==> src/rtl/mem_arb_pkg.sv <==
// Shared types and default widths for the instruction/data memory arbiter.
package mem_arb_pkg;

  localparam int DEF_AW = 32;
  localparam int DEF_DW = 32;

  typedef enum logic [1:0] {
    IDLE    = 2'd0,
    BUSY_IF = 2'd1,
    BUSY_DM = 2'd2
  } arb_state_e;

  typedef enum logic {
    PORT_IF = 1'b0,
    PORT_DM = 1'b1
  } port_id_e;

endpackage

==> src/rtl/mem_arb_wdog.sv <==
// Busy-cycle watchdog: flags the cycle in which an unacknowledged transaction
// reaches TIMEOUT_CYCLES busy cycles. Only used when MEM_ARB_TIMEOUT_EN is defined.
module mem_arb_wdog #(
  parameter int TIMEOUT_CYCLES = 15
) (
  input  logic clk,
  input  logic rst,
  input  logic busy_i,
  input  logic ack_i,
  output logic expire_o
);

  localparam logic [7:0] LAST_CNT = 8'(TIMEOUT_CYCLES - 1);

  logic [7:0] cnt_q, cnt_d;

  // The count equals the number of busy cycles already spent, so expiry fires in busy cycle TIMEOUT_CYCLES.
  assign expire_o = busy_i & ~ack_i & (cnt_q == LAST_CNT);

  always_comb begin
    cnt_d = 8'd0;
    if (busy_i && !ack_i && !expire_o) begin
      cnt_d = cnt_q + 8'd1;
    end
  end

  always_ff @(posedge clk or negedge rst) begin
    if (!rst) begin
      cnt_q <= 8'd0;
    end else begin
      cnt_q <= cnt_d;
    end
  end

endmodule

==> src/rtl/mem_arbiter.sv <==
// Two-port (fetch / data) arbiter onto one memory bus, data-priority with one-shot fetch fairness.
// Optional feature: define MEM_ARB_TIMEOUT_EN to abort transactions lacking mem_ack.
module mem_arbiter
  import mem_arb_pkg::*;
#(
  parameter int AW             = DEF_AW,
  parameter int DW             = DEF_DW,
  parameter int TIMEOUT_CYCLES = 15
) (
  input  logic            clk,
  input  logic            rst,
  input  logic            if_req,
  input  logic [AW-1:0]   if_addr,
  output logic            if_done,
  output logic [DW-1:0]   if_rdata,
  input  logic            dm_req,
  input  logic            dm_we,
  input  logic [AW-1:0]   dm_addr,
  input  logic [DW-1:0]   dm_wdata,
  input  logic [DW/8-1:0] dm_wmask,
  output logic            dm_done,
  output logic [DW-1:0]   dm_rdata,
  output logic            mem_req,
  output logic            mem_we,
  output logic [AW-1:0]   mem_addr,
  output logic [DW-1:0]   mem_wdata,
  output logic [DW/8-1:0] mem_wmask,
  input  logic            mem_ack,
  input  logic [DW-1:0]   mem_rdata,
  output logic            core_stall,
  output logic            err
);

  if (TIMEOUT_CYCLES < 1 || TIMEOUT_CYCLES > 255) begin : g_bad_timeout
    $error("mem_arbiter: TIMEOUT_CYCLES must be in 1..255");
  end

  arb_state_e      state_q, state_d;
  logic [AW-1:0]   addr_q, addr_d;
  logic            we_q, we_d;
  logic [DW-1:0]   wdata_q, wdata_d;
  logic [DW/8-1:0] wmask_q, wmask_d;
  logic            if_done_q, if_done_d;
  logic            dm_done_q, dm_done_d;
  logic [DW-1:0]   if_rdata_q, if_rdata_d;
  logic [DW-1:0]   dm_rdata_q, dm_rdata_d;
  logic            err_q, err_d;
  logic            fair_q, fair_d;
  logic            busy;
  logic            timeout;
  logic            if_go;
  logic            dm_go;
  port_id_e        owner;

  assign busy  = (state_q != IDLE);
  assign owner = (state_q == BUSY_DM) ? PORT_DM : PORT_IF;
  // Requesters drop req on their done pulse, so a req seen alongside done is stale.
  assign if_go = if_req & ~if_done_q;
  assign dm_go = dm_req & ~dm_done_q;

`ifdef MEM_ARB_TIMEOUT_EN
  mem_arb_wdog #(
    .TIMEOUT_CYCLES(TIMEOUT_CYCLES)
  ) u_wdog (
    .clk      (clk),
    .rst      (rst),
    .busy_i   (busy),
    .ack_i    (mem_ack),
    .expire_o (timeout)
  );
`else
  assign timeout = 1'b0;
`endif

  always_comb begin
    state_d    = state_q;
    addr_d     = addr_q;
    we_d       = we_q;
    wdata_d    = wdata_q;
    wmask_d    = wmask_q;
    if_done_d  = 1'b0;
    dm_done_d  = 1'b0;
    if_rdata_d = if_rdata_q;
    dm_rdata_d = dm_rdata_q;
    err_d      = 1'b0;
    fair_d     = fair_q;
    case (state_q)
      IDLE: begin
        // A fetch left waiting behind a data completion goes before the next data request.
        if (dm_go && !(fair_q && if_go)) begin
          state_d = BUSY_DM;
          addr_d  = dm_addr;
          we_d    = dm_we;
          wdata_d = dm_wdata;
          wmask_d = dm_wmask;
          fair_d  = 1'b0;
        end else if (if_go) begin
          state_d = BUSY_IF;
          addr_d  = if_addr;
          we_d    = 1'b0;
          wdata_d = '0;
          wmask_d = '0;
          fair_d  = 1'b0;
        end
      end
      BUSY_IF, BUSY_DM: begin
        if (mem_ack || timeout) begin
          state_d = IDLE;
          addr_d  = '0;
          we_d    = 1'b0;
          wdata_d = '0;
          wmask_d = '0;
          err_d   = ~mem_ack;
          if (owner == PORT_DM) begin
            dm_done_d  = 1'b1;
            dm_rdata_d = mem_ack ? mem_rdata : '0;
            fair_d     = if_req;
          end else begin
            if_done_d  = 1'b1;
            if_rdata_d = mem_ack ? mem_rdata : '0;
          end
        end
      end
      default: state_d = IDLE;
    endcase
  end

  always_ff @(posedge clk or negedge rst) begin
    if (!rst) begin
      state_q    <= IDLE;
      addr_q     <= '0;
      we_q       <= 1'b0;
      wdata_q    <= '0;
      wmask_q    <= '0;
      if_done_q  <= 1'b0;
      dm_done_q  <= 1'b0;
      if_rdata_q <= '0;
      dm_rdata_q <= '0;
      err_q      <= 1'b0;
      fair_q     <= 1'b0;
    end else begin
      state_q    <= state_d;
      addr_q     <= addr_d;
      we_q       <= we_d;
      wdata_q    <= wdata_d;
      wmask_q    <= wmask_d;
      if_done_q  <= if_done_d;
      dm_done_q  <= dm_done_d;
      if_rdata_q <= if_rdata_d;
      dm_rdata_q <= dm_rdata_d;
      err_q      <= err_d;
      fair_q     <= fair_d;
    end
  end

  assign mem_req    = busy;
  assign mem_we     = we_q;
  assign mem_addr   = addr_q;
  assign mem_wdata  = wdata_q;
  assign mem_wmask  = wmask_q;
  assign if_done    = if_done_q;
  assign dm_done    = dm_done_q;
  assign if_rdata   = if_rdata_q;
  assign dm_rdata   = dm_rdata_q;
  assign err        = err_q;
  assign core_stall = (if_req & ~if_done_q) | (dm_req & ~dm_done_q);

endmodule

==> config.mk <==
export PLATFORM = sky130hd
export DESIGN_NAME = mem_arbiter
export DESIGN_NICKNAME = d
export VERILOG_FILES = /design/src/rtl/mem_arb_pkg.sv /design/src/rtl/mem_arb_wdog.sv /design/src/rtl/mem_arbiter.sv
export SDC_FILE = /design/constraint.sdc
export NUM_CORES = 1
export LEC_CHECK = 0
export CORE_UTILIZATION = 24
export DETAILED_ROUTE_END_ITERATION = 10
export GPL_ROUTABILITY_DRIVEN = 1
export SLEW_MARGIN = 5
export SYNTH_ARGS = -nofsm -noshare
export SYNTH_HDL_FRONTEND = slang
export SYNTH_HIERARCHICAL = 1
export SYNTH_SLANG_ARGS = --single-unit
==> constraint.sdc <==
create_clock -name clk -period 4.77 [get_ports clk]
set_input_delay 0.7155 -clock clk [delete_from_list [all_inputs] [get_ports clk]]
set_output_delay 0.7155 -clock clk [all_outputs]
set_load 0.05 [all_outputs]
# [Word level (Yosys, flattened, before mapping)]
# Index checks and enable logic that the tools add are counted.
[totals] ff_bits=139 word_cells=67 inputBits=138
[classes] bitwise=7 eq_ne=5 n_reduce_logical=12 mux=32
[ops] operator="2-to-1 mux 32 bit" count=5
[ops] operator="one-hot mux 32 bit (2 select lines)" count=2
[ops] operator="2-to-1 mux 1 bit" count=15
[ops] operator="2-to-1 mux 4 bit" count=3
[ops] operator="AND reduction 3 bit" count=3
[ops] operator="one-hot mux 4 bit (2 select lines)" count=1
[ops] operator="2-to-1 mux 2 bit" count=3
[ops] operator="inequality test 2 bit (second input constant)" count=2
[ops] operator="inverter 1 bit" count=4
[ops] operator="one-hot mux 1 bit (2 select lines)" count=2
[ops] operator="one-hot mux 2 bit (2 select lines)" count=1
[ops] operator="AND reduction 4 bit" count=1
[ops] operator="nonzero test 2 bit" count=2
[ops] operator="inequality test 3 bit (second input constant)" count=1
[ops] operator="AND 1 bit" count=2
[ops] operator="equality test 2 x 1 -> 1 bit (second input constant)" count=1
[ops] operator="equality test 2 bit (second input constant)" count=1
[ops] operator="logical AND 1 bit" count=2
[ops] operator="logical NOT 2 bit" count=1
[ops] operator="AND reduction 2 bit" count=1
[ops] operator="OR reduction 2 bit" count=1
[ops] operator="logical NOT 1 bit" count=1
[ops] operator="OR 1 bit" count=1

# [Depth between registers and ports, before layout]
# Gate-level depths: netlist of run 1.
[logic_depth] depth_word=7 mapped_depth=8

# [Worst setup path before layout of run 1]
# No wires, ideal clock.
[synth_timing] path_kind="reg2out" from="register if_done_q (netlist: if_done)" to="output port core_stall" path_buffers=0 stages_incl_launch_ff=3 path_slack_ns=2.887 t_arrival_ns=1.168 cell_sequence="dfrtp_1 nand2b_1 nand2_1"
[synth_via] elab_chain_cells=3
[synth_lines] item="start: declaration" line_no="mem_arbiter.sv:43" text="logic if_done_q, if_done_d;"
[synth_lines] item="start signal: assignment" line_no="mem_arbiter.sv:147" text="if_done_q <= if_done_d;"
[synth_lines] item="inverter 1 bit" line_no="mem_arbiter.sv:166" text="assign core_stall = (if_req & ~if_done_q) | (dm_req & ~dm_done_q);"
[synth_lines] item="AND 1 bit" line_no="mem_arbiter.sv:166"
[synth_lines] item="OR 1 bit" line_no="mem_arbiter.sv:166"
[synth_lines] item="end: declaration" line_no="mem_arbiter.sv:30" text="output logic core_stall,"
# Every way passes these cells.

# [Final worst setup path of run 1]
[layout_timing] from="input port if_req" to="output port core_stall"
[layout_via] elab_chain_cells=2
[layout_lines] item="start: declaration" line_no="mem_arbiter.sv:12" text="input logic if_req,"
[layout_lines] item="AND 1 bit" line_no="mem_arbiter.sv:166"
[layout_lines] item="OR 1 bit" line_no="mem_arbiter.sv:166"
# Every way passes these cells.

==> flow_summary.json, run 1 <==
{
  "run_status": "completed",
  "rows": 54,
  "initial_utilization_pct": 24.82,
  "async_flop_share_pct": 100.0,
  "yosys_warnings": 6,
  "end_kind": "output port",
  "n_antenna_cell": 0,
  "power_w": 0.007637,
  "min_path_type": "in -> async",
  "fillers": 2139,
  "setup_viol": 0,
  "yosys_register_bits": 138,
  "max_freq_mhz": 333.3,
  "crit_required_ns": 4.05,
  "grt_pass1_vias": 4610,
  "final_cell_mix": "clkdlybuf4s50_1, dfrtp_1, nand2_1",
  "port_buffers": 274,
  "dp_slack_ns": 1.782,
  "cts_tree": "done",
  "htreeDepth": 4,
  "hold_viol": 0,
  "final.setup.worst_slack_ns": 1.770,
  "die_area_mm2": 0.02345,
  "hold_buffers": 0,
  "cp_max_fo": 4,
  "core_mm2": 0.02209,
  "place_inst": 990,
  "power_density_mw_per_mm2": 841.0,
  "drive_gt1_share_pct": 10.26,
  "syn_area_per_cell_um2": 12.02,
  "finalCriticalPeriod_ns": 3.000,
  "grt_pass1_wl_um": 26250,
  "worstPathArrival_ns": 2.28,
  "vias": 4460,
  "critical_path_class": "in -> out",
  "wire_per_inst_um": 16.35,
  "grt_max_degree": 71,
  "finalNonFillerCells": 1021,
  "rsz0062_at_grt": "false",
  "p_leak_nw": 4.057,
  "cts-buffers-inserted": 17,
  "post_cts_buffers": 0,
  "layout_commonest_cell": "clkdlybuf4s50_1",
  "synth_flop_cell": "dfrtp_1",
  "insertion_delay_ns": 0.41,
  "finalSetupTns_ns": 0,
  "place_area_mm2": 0.008459,
  "io_pins": 276,
  "final_design_area_no_fill_mm2": 0.009081,
  "overflow": 0,
  "cts_resized": 0,
  "die_h_um": 153.1,
  "wl_um": 16690,
  "antenna_found_initial": 0,
  "syn_to_final_growth_pct": 65.63,
  "fp.dieW_um": 153.1,
  "tightest_slew_ns": 0.7928,
  "final_max_slew_viol_count": 0,
  "maxSlewHeadroom_pct": 47.14,
  "drt-initial-drc-count": 139,
  "antenna_left": 0,
  "root_buffer": "clkbuf_16",
  "first_pass_iters": 4,
  "cts_sinks": 138,
  "drc": 0,
  "critPathLaunchType": "primary input",
  "synth_edf_count": 0,
  "gp_congestion": 0.6789,
  "syn_nets": 596,
  "cts.clk_slew.worst_paths_ns": 0.06,
  "synthCells": 456,
  "ys_seq_area_share_pct": 62.98,
  "synth_cell_types": 29,
  "grt_use_total_pct": 14.46,
  "syn-cell-area_mm2": 0.005483,
  "nets": 869,
  "ir_drop_mv": 0.4384,
  "fin_skew_ns": 0.009001,
  "clock_path_buffers": 2,
  "via_per_inst": 4.368,
  "post-route-period-util_pct": 62.90,
  "cap_viol_max_count": 0,
  "place_hpwl_um": 11610
}
metal layers:
metal	up-vias	part of all wire, %	GRT usage (%)
li1	2102	-	-
met1	2162	42	17.57
met2	184	48	23.44
met3	12	8.8	5.671
met4	0	1.4	4.570
met5	-	0	0
flip-flops by register name, summed over array words and instances, names as in the netlist:
name,flops
if_rdata,32
if_done,1
fair_q,1
mem_addr,32
state_q,2
mem_wmask,4
mem_wdata,32
dm_rdata,32
mem_we,1
dm_done,1
synth_stat cells (all sizes together), types with 2 or more instances:
cell type	n	area share, %
nand2b	2	0.37
ha	2	0.46
o21ai	33	3.0
mux2i	32	5.8
nor2b	2	0.23
mux2	32	6.6
nand2	132	9.0
clkbuf	8	0.55
a22o	37	5.9
buf	19	2.7
nor2	3	0.50
inv	5	0.34
dfrtp	138	63
final timing paths:
kind	startpoint	to	slack, ns	cells past startpoint
max	if_req	core_stall	1.77	4
min in group clk	if_rdata[10]	if_rdata[10]	0.47	2
min	rst	mem_wdata[25]	0.31	1
max reg2reg	state_q[1]	mem_wdata[5]	2.53	6
min reg2reg	if_rdata[10]	if_rdata[10]	0.47	2
max in group asynchronous	rst	mem_addr[5]	3.49	2
stage by stage:
step	utilization (%)	hold WS, ns
2_1_floorplan	-	0.4199
3_3_place_gp	38.29	0.4568
3_5_place_dp	38.29	0.4609
4_1_cts	41.10	0.3258
5_1_grt	41.10	0.3437
6_report	41.10	0.3120
final cells by class:
| cell class | instances | area [um2] | share of cell area (%) |
|---|---|---|---|
| repair buffers | 281 | 2796 | 30.79 |
| clock buffers | 18 | 429.2 | 4.726 |
| inverters | 5 | 18.77 | 0.2067 |
| multi-input cells | 286 | 1841 | 20.27 |
| well taps | 280 | 350.3 | 3.858 |
| clock inverters | 13 | 192.7 | 2.122 |
| flip-flops and latches | 138 | 3453 | 38.03 |
critical path, cell delays in order:
cell             delay [ns]
clkdlybuf4s50_1        0.52
nand2b_1               0.13
nand2_1                0.08
clkdlybuf4s50_1        0.83
power breakdown:
| group | leakage, nW | internal (W) | switching, W |
|---|---|---|---|
| logic | 1.99 | 0.00141 | 0.00284 |
| registers | 1.77 | 0.00171 | 0.000277 |
| clock network | 0.297 | 0.000879 | 0.000523 |
| total | 4.06 | 0.00399 | 0.00364 |
kinds of logic (layout without fill, tap and decap cells):
kind of cell / Yosys count / in the layout / share of synthesized area, %
compound gates: 77 / 77 / 9.996
fa+ha+maj: 2 / 2 / 0.4563
buf+inv: 32 / 317 / 3.606
flops: 138 / 138 / 62.98
mux: 64 / 64 / 12.41
other cells: 1 / 1 / 0.06840
simple gates: 142 / 142 / 10.47
(Power assumes the default switching activity.)
==> run 2, diff against run 1 <==
Clock period 4.77 ns to 3 ns, I/O delays scaled along.
==> run 2 against run 1 <==
Compared with the run above: clock-buffer cell count unchanged; total power grew 56%; final area shrank 0.32%; core utilization down 0.13 points; flip-flop and latch count is the same; sequential share of layout area rose by 0.12 points; die area unchanged; largest power group unchanged; clock power up 39%; non-clock buffer count is 3 higher.
==> flow_summary.json, run 2 (same netlist as run 1, synthesis figures left out) <==
{
  "run_status": "completed",
  "grt_max_degree": 71,
  "cts_resized": 0,
  "rows": 54,
  "grt_pass1_wl_um": 26610,
  "antenna_left": 0,
  "setup_viol": 0,
  "critical_path_class": "reg -> out",
  "syn_to_final_growth_pct": 65.11,
  "clock_path_buffers": 2,
  "root_buffer": "clkbuf_16",
  "crit_buf_inv": 3,
  "wire_per_inst_um": 16.52,
  "min_path_cells": 2,
  "regArea_mm2": 0.003453,
  "port_buffers": 274,
  "wl_um": 16940,
  "n_antenna_cell": 0,
  "finalCriticalPeriod_ns": 2.487,
  "power_density_mw_per_mm2": 1316,
  "final_cell_mix": "clkdlybuf4s50_1, dfrtp_1, nand2_1",
  "fin_skew_ns": 0.01392,
  "cts.clk_slew.worst_paths_ns": 0.06,
  "worstPathCellList": "inv_1 -> ha_1 -> inv_1 -> clkdlybuf4s50_1",
  "tightest_slew_ns": 0.8167,
  "grt_use_total_pct": 14.75,
  "cts_tree": "done",
  "place_hpwl_um": 11740,
  "maxSlewHeadroom_pct": 45.55,
  "final_max_slew_viol_count": 0,
  "htreeDepth": 4,
  "initial_utilization_pct": 24.82,
  "layout_commonest_cell": "clkdlybuf4s50_1",
  "insertion_delay_ns": 0.42,
  "crit_cells": 4,
  "p_leak_nw": 4.030,
  "crit_required_ns": 2.55,
  "final_design_area_no_fill_mm2": 0.009052,
  "drive_gt1_share_pct": 10.60,
  "post_cts_buffers": 0,
  "rsz0062_at_grt": "false",
  "crit_path_top_delay_cell": "clkdlybuf4s50_1",
  "gp_congestion": 0.7014,
  "overflow": 0,
  "max_freq_mhz": 402.1,
  "finalSetupTns_ns": 0,
  "cts-buffers-inserted": 17,
  "cp_max_fo": 6,
  "grt_pass1_vias": 4603,
  "ir_drop_mv": 0.6915,
  "cap_viol_max_count": 0,
  "drc": 0,
  "antenna_found_initial": 0,
  "final.setup.worst_slack_ns": 0.5128,
  "rr_worst_depth": 6,
  "hold_buffers": 1,
  "die_area_mm2": 0.02345,
  "cts_sinks": 138,
  "core_mm2": 0.02209,
  "crit_family": "buffers and inverters",
  "hold_viol": 0,
  "post-route-period-util_pct": 82.91,
  "io_pins": 276,
  "nets": 872,
  "fp.dieW_um": 153.1,
  "worstPathArrival_ns": 2.04,
  "first_pass_iters": 4,
  "dp_slack_ns": 0.5774,
  "cpMostUsedCell": "inv_1",
  "max_stage_delay_ns": 0.85,
  "finalNonFillerCells": 1025,
  "vias": 4412,
  "die_h_um": 153.1,
  "critPathLaunchType": "flip-flop",
  "place_area_mm2": 0.008499,
  "multiInputGateArea_mm2": 0.001841,
  "place_inst": 992,
  "via_per_inst": 4.304,
  "min_path_type": "reg -> reg",
  "end_kind": "output port",
  "drt-initial-drc-count": 145,
  "fillers": 2153
}
[run 2: cell types whose count changed in the layout (fill, tap and decap cells not counted)]
cell           before  now
bufinv_16           4    0
clkinvlp_4          2    6
buf_12              0    2
clkinv_4            3    1
inv_6               3    5
dlygate4sd3_1       0    1
inv_8               0    1
[run 2: layout make-up]
cell class / instances / area share (%)
clock buffer: 18 / 4.741
multi-input combinational: 286 / 20.33
timing repair buffer: 284 / 31.44
tap: 280 / 3.870
clock inverter: 14 / 1.258
sequential: 138 / 38.15
inverter: 5 / 0.2073
[run 2: report_power, final]
part	switching [W]	leakage, nW	internal, W
Clock	0.000880	0.248	0.00107
Sequential	0.000433	1.77	0.00271
Combinational	0.00456	2.02	0.00226
Total	0.00587	4.03	0.00604
[run 2: path summary, 6_finish.rpt]
kind | startpoint | to | slack [ns]
worst max-delay path | state_q[0] | mem_req | 0.51
worst min-delay path | if_rdata[7] | if_rdata[7] | 0.47
worst max register to register | state_q[0] | mem_wdata[17] | 0.89
worst min register to register | if_rdata[7] | if_rdata[7] | 0.47
max in group asynchronous | rst | if_rdata[15] | 1.82
min in group asynchronous | rst | mem_wmask[3] | 0.50
[run 2: worst min-delay path, cell delays in order, from the launching register on]
cell and delay, ns:
dfrtp_1 0.34, nand2_1 0.05, nand2_1 0.05
[run 2: metal layers]
metal  up-vias  routed length (um)  GRT usage, %
li1       2112                   -             -
met1      2130                7112         17.39
met2       165                8235         24.53
met3         5                1496         6.805
met4         0                  93         3.030
met5         -                   0             0
[run 2: metrics by stage]
| step | power (W) | util (%) | hold WS, ns |
|---|---|---|---|
| floorplan | 0.007688 | - | 0.1544 |
| global placement | 0.009997 | 38.47 | 0.3881 |
| detailed placement | 0.01007 | 38.47 | 0.3861 |
| CTS | 0.01210 | 40.97 | 0.4779 |
| global route | 0.01253 | 40.97 | 0.4989 |
| finish | 0.01191 | 40.97 | 0.4721 |
